==> src/rtl/pipe_collision_scorer_if.sv <==
// pipe_collision_scorer_if
// Bundles the signals between the game logic and the objects it watches.
//   master : drives keycode and the bird/pipe positions, observes results
//   slave  : the scorer; reads positions, drives score/high_score/run/
//            game_over/state
interface pipe_collision_scorer_if;
    logic [7:0]  keycode;
    logic [9:0]  BirdX;
    logic [9:0]  BirdY;
    logic [9:0]  BirdS;
    logic [9:0]  Pipe0X;
    logic [9:0]  Pipe0Y;
    logic [9:0]  Pipe1X;
    logic [9:0]  Pipe1Y;
    logic [26:0] score;
    logic [26:0] high_score;
    logic        run;
    logic        game_over;
    logic [1:0]  state;

    modport master (
        output keycode, BirdX, BirdY, BirdS, Pipe0X, Pipe0Y, Pipe1X, Pipe1Y,
        input  score, high_score, run, game_over, state
    );

    modport slave (
        input  keycode, BirdX, BirdY, BirdS, Pipe0X, Pipe0Y, Pipe1X, Pipe1Y,
        output score, high_score, run, game_over, state
    );
endinterface

==> src/rtl/pipe_collision_scorer.sv <==
// pipe_collision_scorer
// Game-state FSM for the flappy-bird style game. Detects bird/pipe and
// bird/boundary collisions, awards one point per pipe passed, and keeps the
// best score since reset.
// Ports:
//   frame_clk : frame clock, all state changes on its rising edge
//   Reset     : asynchronous active-high reset
//   bus       : slave side of pipe_collision_scorer_if
//               in : keycode, BirdX/Y/S, Pipe0X/Y, Pipe1X/Y
//               out: score, high_score, run, game_over, state
// All outputs are registered: a condition sampled at edge N shows after N.
module pipe_collision_scorer #(
    parameter logic [10:0] GAP_HALF    = 11'd60,
    parameter logic [10:0] PIPE_HALF_W = 11'd16,
    parameter logic [10:0] Y_MIN       = 11'd0,
    parameter logic [10:0] Y_MAX       = 11'd479,
    parameter logic [7:0]  START_KEY   = 8'h1A,
    parameter logic [7:0]  RESTART_KEY = 8'h2C,
    parameter logic [26:0] SCORE_MAX   = 27'h7FFFFFF
) (
    input logic                     frame_clk,
    input logic                     Reset,
    pipe_collision_scorer_if.slave  bus
);

    typedef enum logic [1:0] {
        S_IDLE = 2'd0,
        S_PLAY = 2'd1,
        S_DEAD = 2'd2
    } state_t;

    state_t      state_q, state_d;
    logic [26:0] score_q, score_d;
    logic [26:0] high_score_q, high_score_d;
    logic        run_q, run_d;
    logic        game_over_q, game_over_d;
    logic        arm0_q, arm0_d;
    logic        arm1_q, arm1_d;

    // Unsigned subtraction that stops at zero instead of wrapping.
    function automatic logic [10:0] sub_clamp(input logic [10:0] a,
                                              input logic [10:0] b);
        logic [10:0] res;
        if (a >= b) begin
            res = a - b;
        end else begin
            res = 11'd0;
        end
        return res;
    endfunction

    // Bird box overlaps the pipe column and is not fully inside the gap.
    function automatic logic pipe_hit(input logic [10:0] px,
                                      input logic [10:0] py,
                                      input logic [10:0] l,
                                      input logic [10:0] r,
                                      input logic [10:0] t,
                                      input logic [10:0] b);
        logic [10:0] col_l;
        logic [10:0] col_r;
        logic [10:0] gap_t;
        logic [10:0] gap_b;
        col_l = sub_clamp(px, PIPE_HALF_W);
        col_r = px + PIPE_HALF_W;
        gap_t = sub_clamp(py, GAP_HALF);
        gap_b = py + GAP_HALF;
        if (gap_b > Y_MAX) begin
            gap_b = Y_MAX;
        end else begin
            gap_b = gap_b;
        end
        return (r >= col_l) && (l <= col_r) && ((t < gap_t) || (b > gap_b));
    endfunction

    logic [10:0] bird_x, bird_y, bird_s;
    logic [10:0] pipe0_x, pipe0_y, pipe1_x, pipe1_y;
    logic [10:0] bird_l, bird_r, bird_t, bird_b;
    logic        hit0, hit1, hit_bound, any_hit;
    logic        passed0, passed1;
    logic        pass0_ev, pass1_ev;
    logic [1:0]  inc;
    logic [27:0] score_sum;
    logic [26:0] score_sat;

    // Collision and pass detection on the current frame's positions.
    always_comb begin
        bird_x    = {1'b0, bus.BirdX};
        bird_y    = {1'b0, bus.BirdY};
        bird_s    = {1'b0, bus.BirdS};
        pipe0_x   = {1'b0, bus.Pipe0X};
        pipe0_y   = {1'b0, bus.Pipe0Y};
        pipe1_x   = {1'b0, bus.Pipe1X};
        pipe1_y   = {1'b0, bus.Pipe1Y};
        bird_l    = sub_clamp(bird_x, bird_s);
        bird_r    = bird_x + bird_s;
        bird_t    = sub_clamp(bird_y, bird_s);
        bird_b    = bird_y + bird_s;
        hit0      = pipe_hit(pipe0_x, pipe0_y, bird_l, bird_r, bird_t, bird_b);
        hit1      = pipe_hit(pipe1_x, pipe1_y, bird_l, bird_r, bird_t, bird_b);
        hit_bound = (bird_t <= Y_MIN) || (bird_b >= Y_MAX);
        any_hit   = hit0 || hit1 || hit_bound;
        passed0   = (pipe0_x + PIPE_HALF_W) < bird_l;
        passed1   = (pipe1_x + PIPE_HALF_W) < bird_l;
        pass0_ev  = arm0_q && passed0;
        pass1_ev  = arm1_q && passed1;
        inc       = {1'b0, pass0_ev} + {1'b0, pass1_ev};
        score_sum = {1'b0, score_q} + {26'd0, inc};
        if (score_sum > {1'b0, SCORE_MAX}) begin
            score_sat = SCORE_MAX;
        end else begin
            score_sat = score_sum[26:0];
        end
    end

    // Next-state, scoring and registered-output values.
    always_comb begin
        state_d      = state_q;
        score_d      = score_q;
        high_score_d = high_score_q;
        arm0_d       = arm0_q;
        arm1_d       = arm1_q;
        case (state_q)
            S_IDLE: begin
                score_d = 27'd0;
                arm0_d  = 1'b1;
                arm1_d  = 1'b1;
                if (bus.keycode == START_KEY) begin
                    state_d = S_PLAY;
                end else begin
                    state_d = S_IDLE;
                end
            end
            S_PLAY: begin
                // A hit in the same frame as a pass wins; score stays put.
                if (any_hit) begin
                    state_d = S_DEAD;
                    if (score_q > high_score_q) begin
                        high_score_d = score_q;
                    end else begin
                        high_score_d = high_score_q;
                    end
                end else begin
                    state_d = S_PLAY;
                    score_d = score_sat;
                    // Armed pipe disarms on pass; disarmed pipe re-arms once
                    // it has wrapped back to the right of the bird.
                    arm0_d  = arm0_q ? !passed0 : (bus.Pipe0X > bus.BirdX);
                    arm1_d  = arm1_q ? !passed1 : (bus.Pipe1X > bus.BirdX);
                end
            end
            S_DEAD: begin
                if (bus.keycode == RESTART_KEY) begin
                    state_d = S_IDLE;
                    score_d = 27'd0;
                end else begin
                    state_d = S_DEAD;
                end
            end
            default: begin
                state_d = S_IDLE;
            end
        endcase
        run_d       = (state_d == S_PLAY);
        game_over_d = (state_d == S_DEAD);
    end

    // State and output registers.
    always_ff @(posedge frame_clk or posedge Reset) begin
        if (Reset) begin
            state_q      <= S_IDLE;
            score_q      <= 27'd0;
            high_score_q <= 27'd0;
            run_q        <= 1'b0;
            game_over_q  <= 1'b0;
            arm0_q       <= 1'b1;
            arm1_q       <= 1'b1;
        end else begin
            state_q      <= state_d;
            score_q      <= score_d;
            high_score_q <= high_score_d;
            run_q        <= run_d;
            game_over_q  <= game_over_d;
            arm0_q       <= arm0_d;
            arm1_q       <= arm1_d;
        end
    end

    assign bus.score      = score_q;
    assign bus.high_score = high_score_q;
    assign bus.run        = run_q;
    assign bus.game_over  = game_over_q;
    assign bus.state      = state_q;

endmodule
==> src/flat_wrapper.sv <==
// flat-port wrapper written by rule: the top's interface ports become plain ports
module pipe_collision_scorer_flat 
#(
    parameter logic [10:0] GAP_HALF    = 11'd60,
    parameter logic [10:0] PIPE_HALF_W = 11'd16,
    parameter logic [10:0] Y_MIN       = 11'd0,
    parameter logic [10:0] Y_MAX       = 11'd479,
    parameter logic [7:0]  START_KEY   = 8'h1A,
    parameter logic [7:0]  RESTART_KEY = 8'h2C,
    parameter logic [26:0] SCORE_MAX   = 27'h7FFFFFF
)
  (frame_clk, Reset, bus_keycode, bus_BirdX, bus_BirdY, bus_BirdS, bus_Pipe0X, bus_Pipe0Y, bus_Pipe1X, bus_Pipe1Y, bus_score, bus_high_score, bus_run, bus_game_over, bus_state);
  pipe_collision_scorer_if bus_i ();
  input logic frame_clk;
  input logic Reset;
  input wire logic [$bits(bus_i.keycode)-1:0] bus_keycode;
  input wire logic [$bits(bus_i.BirdX)-1:0] bus_BirdX;
  input wire logic [$bits(bus_i.BirdY)-1:0] bus_BirdY;
  input wire logic [$bits(bus_i.BirdS)-1:0] bus_BirdS;
  input wire logic [$bits(bus_i.Pipe0X)-1:0] bus_Pipe0X;
  input wire logic [$bits(bus_i.Pipe0Y)-1:0] bus_Pipe0Y;
  input wire logic [$bits(bus_i.Pipe1X)-1:0] bus_Pipe1X;
  input wire logic [$bits(bus_i.Pipe1Y)-1:0] bus_Pipe1Y;
  output wire logic [$bits(bus_i.score)-1:0] bus_score;
  output wire logic [$bits(bus_i.high_score)-1:0] bus_high_score;
  output wire logic [$bits(bus_i.run)-1:0] bus_run;
  output wire logic [$bits(bus_i.game_over)-1:0] bus_game_over;
  output wire logic [$bits(bus_i.state)-1:0] bus_state;
  assign bus_i.keycode = bus_keycode;
  assign bus_i.BirdX = bus_BirdX;
  assign bus_i.BirdY = bus_BirdY;
  assign bus_i.BirdS = bus_BirdS;
  assign bus_i.Pipe0X = bus_Pipe0X;
  assign bus_i.Pipe0Y = bus_Pipe0Y;
  assign bus_i.Pipe1X = bus_Pipe1X;
  assign bus_i.Pipe1Y = bus_Pipe1Y;
  assign bus_score = bus_i.score;
  assign bus_high_score = bus_i.high_score;
  assign bus_run = bus_i.run;
  assign bus_game_over = bus_i.game_over;
  assign bus_state = bus_i.state;
  pipe_collision_scorer #(.GAP_HALF(GAP_HALF), .PIPE_HALF_W(PIPE_HALF_W), .Y_MIN(Y_MIN), .Y_MAX(Y_MAX), .START_KEY(START_KEY), .RESTART_KEY(RESTART_KEY), .SCORE_MAX(SCORE_MAX)) u_core (.frame_clk(frame_clk), .Reset(Reset), .bus(bus_i));
endmodule
==> config.mk <==
export PLATFORM = sky130hd
export DESIGN_NAME = pipe_collision_scorer_flat
export DESIGN_NICKNAME = d
export VERILOG_FILES = /design/src/rtl/pipe_collision_scorer_if.sv /design/src/rtl/pipe_collision_scorer.sv /design/src/flat_wrapper.sv
export SDC_FILE = /design/constraint.sdc
export NUM_CORES = 1
export LEC_CHECK = 0
export BUFFER_PORTS_ARGS = -buffer_cell sky130_fd_sc_hd__buf_4
export CORE_MARGIN = 1.5
export CORE_UTILIZATION = 40
export DETAILED_ROUTE_END_ITERATION = 8
export HOLD_SLACK_MARGIN = 0.06
export REMOVE_ABC_BUFFERS = 1
export SLEW_MARGIN = 10
export SYNTH_ARGS = -nofsm -noshare
export SYNTH_HDL_FRONTEND = slang
export SYNTH_SLANG_ARGS = --single-unit
==> constraint.sdc <==
create_clock -name frame_clk -period 3.8 [get_ports frame_clk]
set_input_delay 0.76 -clock frame_clk [delete_from_list [all_inputs] [get_ports frame_clk]]
set_output_delay 0.76 -clock frame_clk [all_outputs]
set_load 0.02 [all_outputs]
==> impl_summary.txt <==
----------------------------------------------------
[Global route]
  Largest net degree at the start of global routing ... 33
  GRT Total Usage ... 26.4%
  Global-route wire length before repair ... between 50000 and 60000 um
  Number of antenna violations at the first check in global routing ... 0
  Number of global-route vias before repair ... around 11000
  Final global-route overflow total ... 0

[Critical path]
  Longest individual stage delay on the worst path ... around 0.4 ns
  Required time reported for the critical path endpoint ... 4.01 ns
  Crit Path Category ... primary input to flop
  Worst Path Max Fanout ... 6
  Critical Path AT ... ~5.8 ns
  Top Family by Delay on Critical Path ... compound AO/OA/AOI/OAI gates
  Slowest cell on the critical path ... fa_2
  Kind of capture point of the worst setup path ... flop
  Count of buffer and inverter cells on the critical path ... 3
  Kind of launch point of the worst setup path ... primary input

[Die]
  Top Ports ... 138
  Placeable core area ... 23400 um^2
  Initial core utilization ... 40.6%
  Die boundary height ... 157 um
  Die Span X ... roughly 160 um
  Die outline area ... 24700 um^2
  # rows ... 56

[STA]
  Final-report setup violation count ... 60
  Worst clock skew ... 0.00648 ns
  Highest clock frequency the design can meet ... 180 MHz
  Number of max-slew violations in the final report ... 0
  Transition at the pin with the smallest max-transition slack ... 1.20 ns
  Final critical path time including I/O delays and setup ... 5.56 ns
  Final setup slack of the worst path ... -1.76 ns
  Period Utilization, post-route ... 146%
  Setup repair after global routing missed its margin ... true
  Max-Slew Margin vs Limit ... 19.5%
  Hold Violations, Final ... 0

[Run status]
  Violations in the final reports ... negative setup slack
  Result of the run ... complete, but fails checks

[Synthesis]
  Register area share after synthesis ... 15.8%
  Leading register cell type out of synthesis ... dfrtp_1
  Flops & latches, synth ... 60
  Synthesis Warnings ... 0
  Synth area leader ... ha_1
  Main area contributors after synthesis ... ha_1 24%, dfrtp_1 15%, inv_1 4.1%
  Leading cell type by number of instances after synthesis ... ha_1
  Proportion of register bits with asynchronous set or reset after synthesis ... 100%
  Number of flops mapped to enable cells by yosys ... 0
  Post-synth top area share ... 24.5%
  Synthesized cell area ... 9510 um^2
  Commonest cells in the netlist ... 186 x ha_1, 103 x inv_1, 84 x nand2_1
  Post-Syn Instances ... 1166
  Synthesized area divided by synthesized cell count ... 8.15 um^2
  Count of cell types in the netlist ... 84

[Final layout]
  Layout cells sized above 1 ... between 40% and 50%
  Count of nets after finishing ... 1927
  Area growth from synthesis to layout ... 56.4%
  Filler cell count ... 2007
  Antenna Cells ... 0

[Routing]
  Final routed wirelength across all metal layers ... between 30000 and 40000 um
  Routed length per placed instance ... 16.7 um
  Count of unresolved DRC violations after routing ... 0
  Initial DRC count ... 681
  Via density per instance ... 5.41
  Vias after detailed routing ... about 11000
  ANT nets after route ... 0
  Iteration count of the initial detailed-routing pass ... 5

[Power]
  Total power density per cell area ... 241 nW/um^2
  Total Power ... 3.58 mW
  Worst vdd rail ir drop ... approximately 0.00017 V
  Cell leakage power ... ~7.4 nW

[Clock network]
  Total CTS buffers ... 9
  CTS Root Buffer Type ... clkbuf_16
  Insertion delay to the later sink of the worst-skew pair ... ~0.33 ns
  Depth of the CTS H-tree ... 3
  CTS tree ... done
  Clock slew at the register clock pins of the worst setup and hold paths ... 0.05 ns
  Sink count of the clock tree ... 60
  Worst-case clock buffer depth ... 2

[Placed design]
  Number of buffers inserted by port buffering ... 137
  Setup WS pre-CTS ... -2.88 ns
  RD Place Congestion ... 0.936
  HPWL after detailed placement ... 26100 um

[Job]
  Max-Cap Viols ... 0

[Min path]
  Type of the tightest min-delay check ... primary input to asynchronous set/reset pin

----------------------------------------------------
[path summary, 6_finish.rpt]
check                                                            from                               endpoint  slack [ns]  depth (start not counted)
worst max-delay path                                     bus_BirdS[1]       u_core.bus.score[23]$_DFFE_PP0P_       -1.76                         30
worst min-delay path                                            Reset   u_core.bus.high_score[2]$_DFFE_PP0P_        0.53                          2
worst max register to register       u_core.bus.score[20]$_DFFE_PP0P_   u_core.bus.high_score[2]$_DFFE_PP0P_        0.58                         12
worst min register to register  u_core.bus.high_score[13]$_DFFE_PP0P_  u_core.bus.high_score[13]$_DFFE_PP0P_        0.54                          1
max in group asynchronous                                       Reset        u_core.bus.score[7]$_DFFE_PP0P_        2.38                          3
min in group frame_clk          u_core.bus.high_score[13]$_DFFE_PP0P_  u_core.bus.high_score[13]$_DFFE_PP0P_        0.54                          1
[final cells by class]
| class | count | area [um^2] | area share, % |
|---|---|---|---|
| clock buffers | 11 | 253 | 1.70 |
| clock inverters | 4 | 48.8 | 0.328 |
| inverters | 103 | 394 | 2.65 |
| multi-input cells | 968 | 8220 | 55.3 |
| flip-flops and latches | 60 | 1500 | 10.1 |
| well taps | 319 | 399 | 2.69 |
| repair buffers | 514 | 4040 | 27.2 |
[stage by stage]
stage | hold WS (ns) | setup TNS [ns] | std cells | cell area, um^2 | utilization [%]
after floorplan | 0.626 | -108.11 | 1131 | 9310 | -
final | 0.530 | -75.70 | 1979 | 14900 | 63.5
after CTS | 0.537 | -71.74 | 1963 | 14300 | 61.2
after detailed placement | 0.525 | -128.55 | 1906 | 13200 | 56.2
after global placement | 0.521 | -123.71 | 1906 | 13200 | 56.2
after global routing | 0.560 | -90.59 | 1979 | 14900 | 63.5
[timing repair]
| item | in CTS | in global routing |
|---|---|---|
| resized for setup | 130 | 99 |
| setup endpoints to repair | 60 | 60 |
| pin swaps | 66 | 87 |
| hold buffers | 0 | 0 |
| setup buffers | 40 | 20 |
| gates cloned | 4 | 0 |
| endpoints found under the hold margin | 0 | 0 |
[metal layers]
metal	share of wire (%)	wire length, um	up-vias	track usage (%)
li1	-	-	5272	-
met1	46	15100	5083	35.0
met2	48	15700	299	45.7
met3	4.6	1510	48	2.70
met4	2.2	713	0	6.65
met5	0	0	-	0
[registers in the layout, indices dropped and copies added, names as in the netlist]
register / flops
u_core.arm0_q: 1
u_core.arm1_q: 1
u_core.bus.game_over: 1
u_core.bus.high_score: 27
u_core.bus.run: 1
u_core.bus.score: 27
u_core.bus.state: 2
[where the power goes]
part / internal (mW) / leakage (nW) / total [mW] / switching (mW)
sequential: 0.645 / 0.772 / 0.656 / 0.0111
clock: 0.538 / 0.151 / 0.829 / 0.291
combinational: 1.06 / 6.45 / 2.10 / 1.04
[logic make-up (layout without fill, tap and decap cells)]
group,Yosys count,in the layout,synth area share (%)
AND/OR/NAND/NOR,376,376,20.3
AO/OA/AOI/OAI,309,309,22.9
adder cells (fa/ha/maj),191,191,25.5
buffers and inverters,141,632,6.21
flip-flops,60,60,15.8
XOR/XNOR,58,58,5.34
multiplexers,30,30,3.80
other,1,4,0.0395
[layout by cell type, fill, tap and decap left out, drive strengths merged, types with 6 or more instances in the layout]
master    n
nand2b   18
or3       7
a221oi   18
o21bai    6
nand4    25
buf     514
mux2i    11
clkbuf   11
a21o     30
nor4      9
a21oi    61
and3     13
mux2     19
nor3     29
nor2b    16
xor2     21
a311oi    6
nand3b    7
inv     103
o211ai    9
and4      6
dfrtp    58
o21ai    65
a31oi    17
and2     18
o21a     17
nand3    45
nand2    85
a211oi   17
ha      186
xnor2    37
o31ai     6
o311ai    7
nor2     83
No activity file was read; power rests on OpenSTA's default activity.
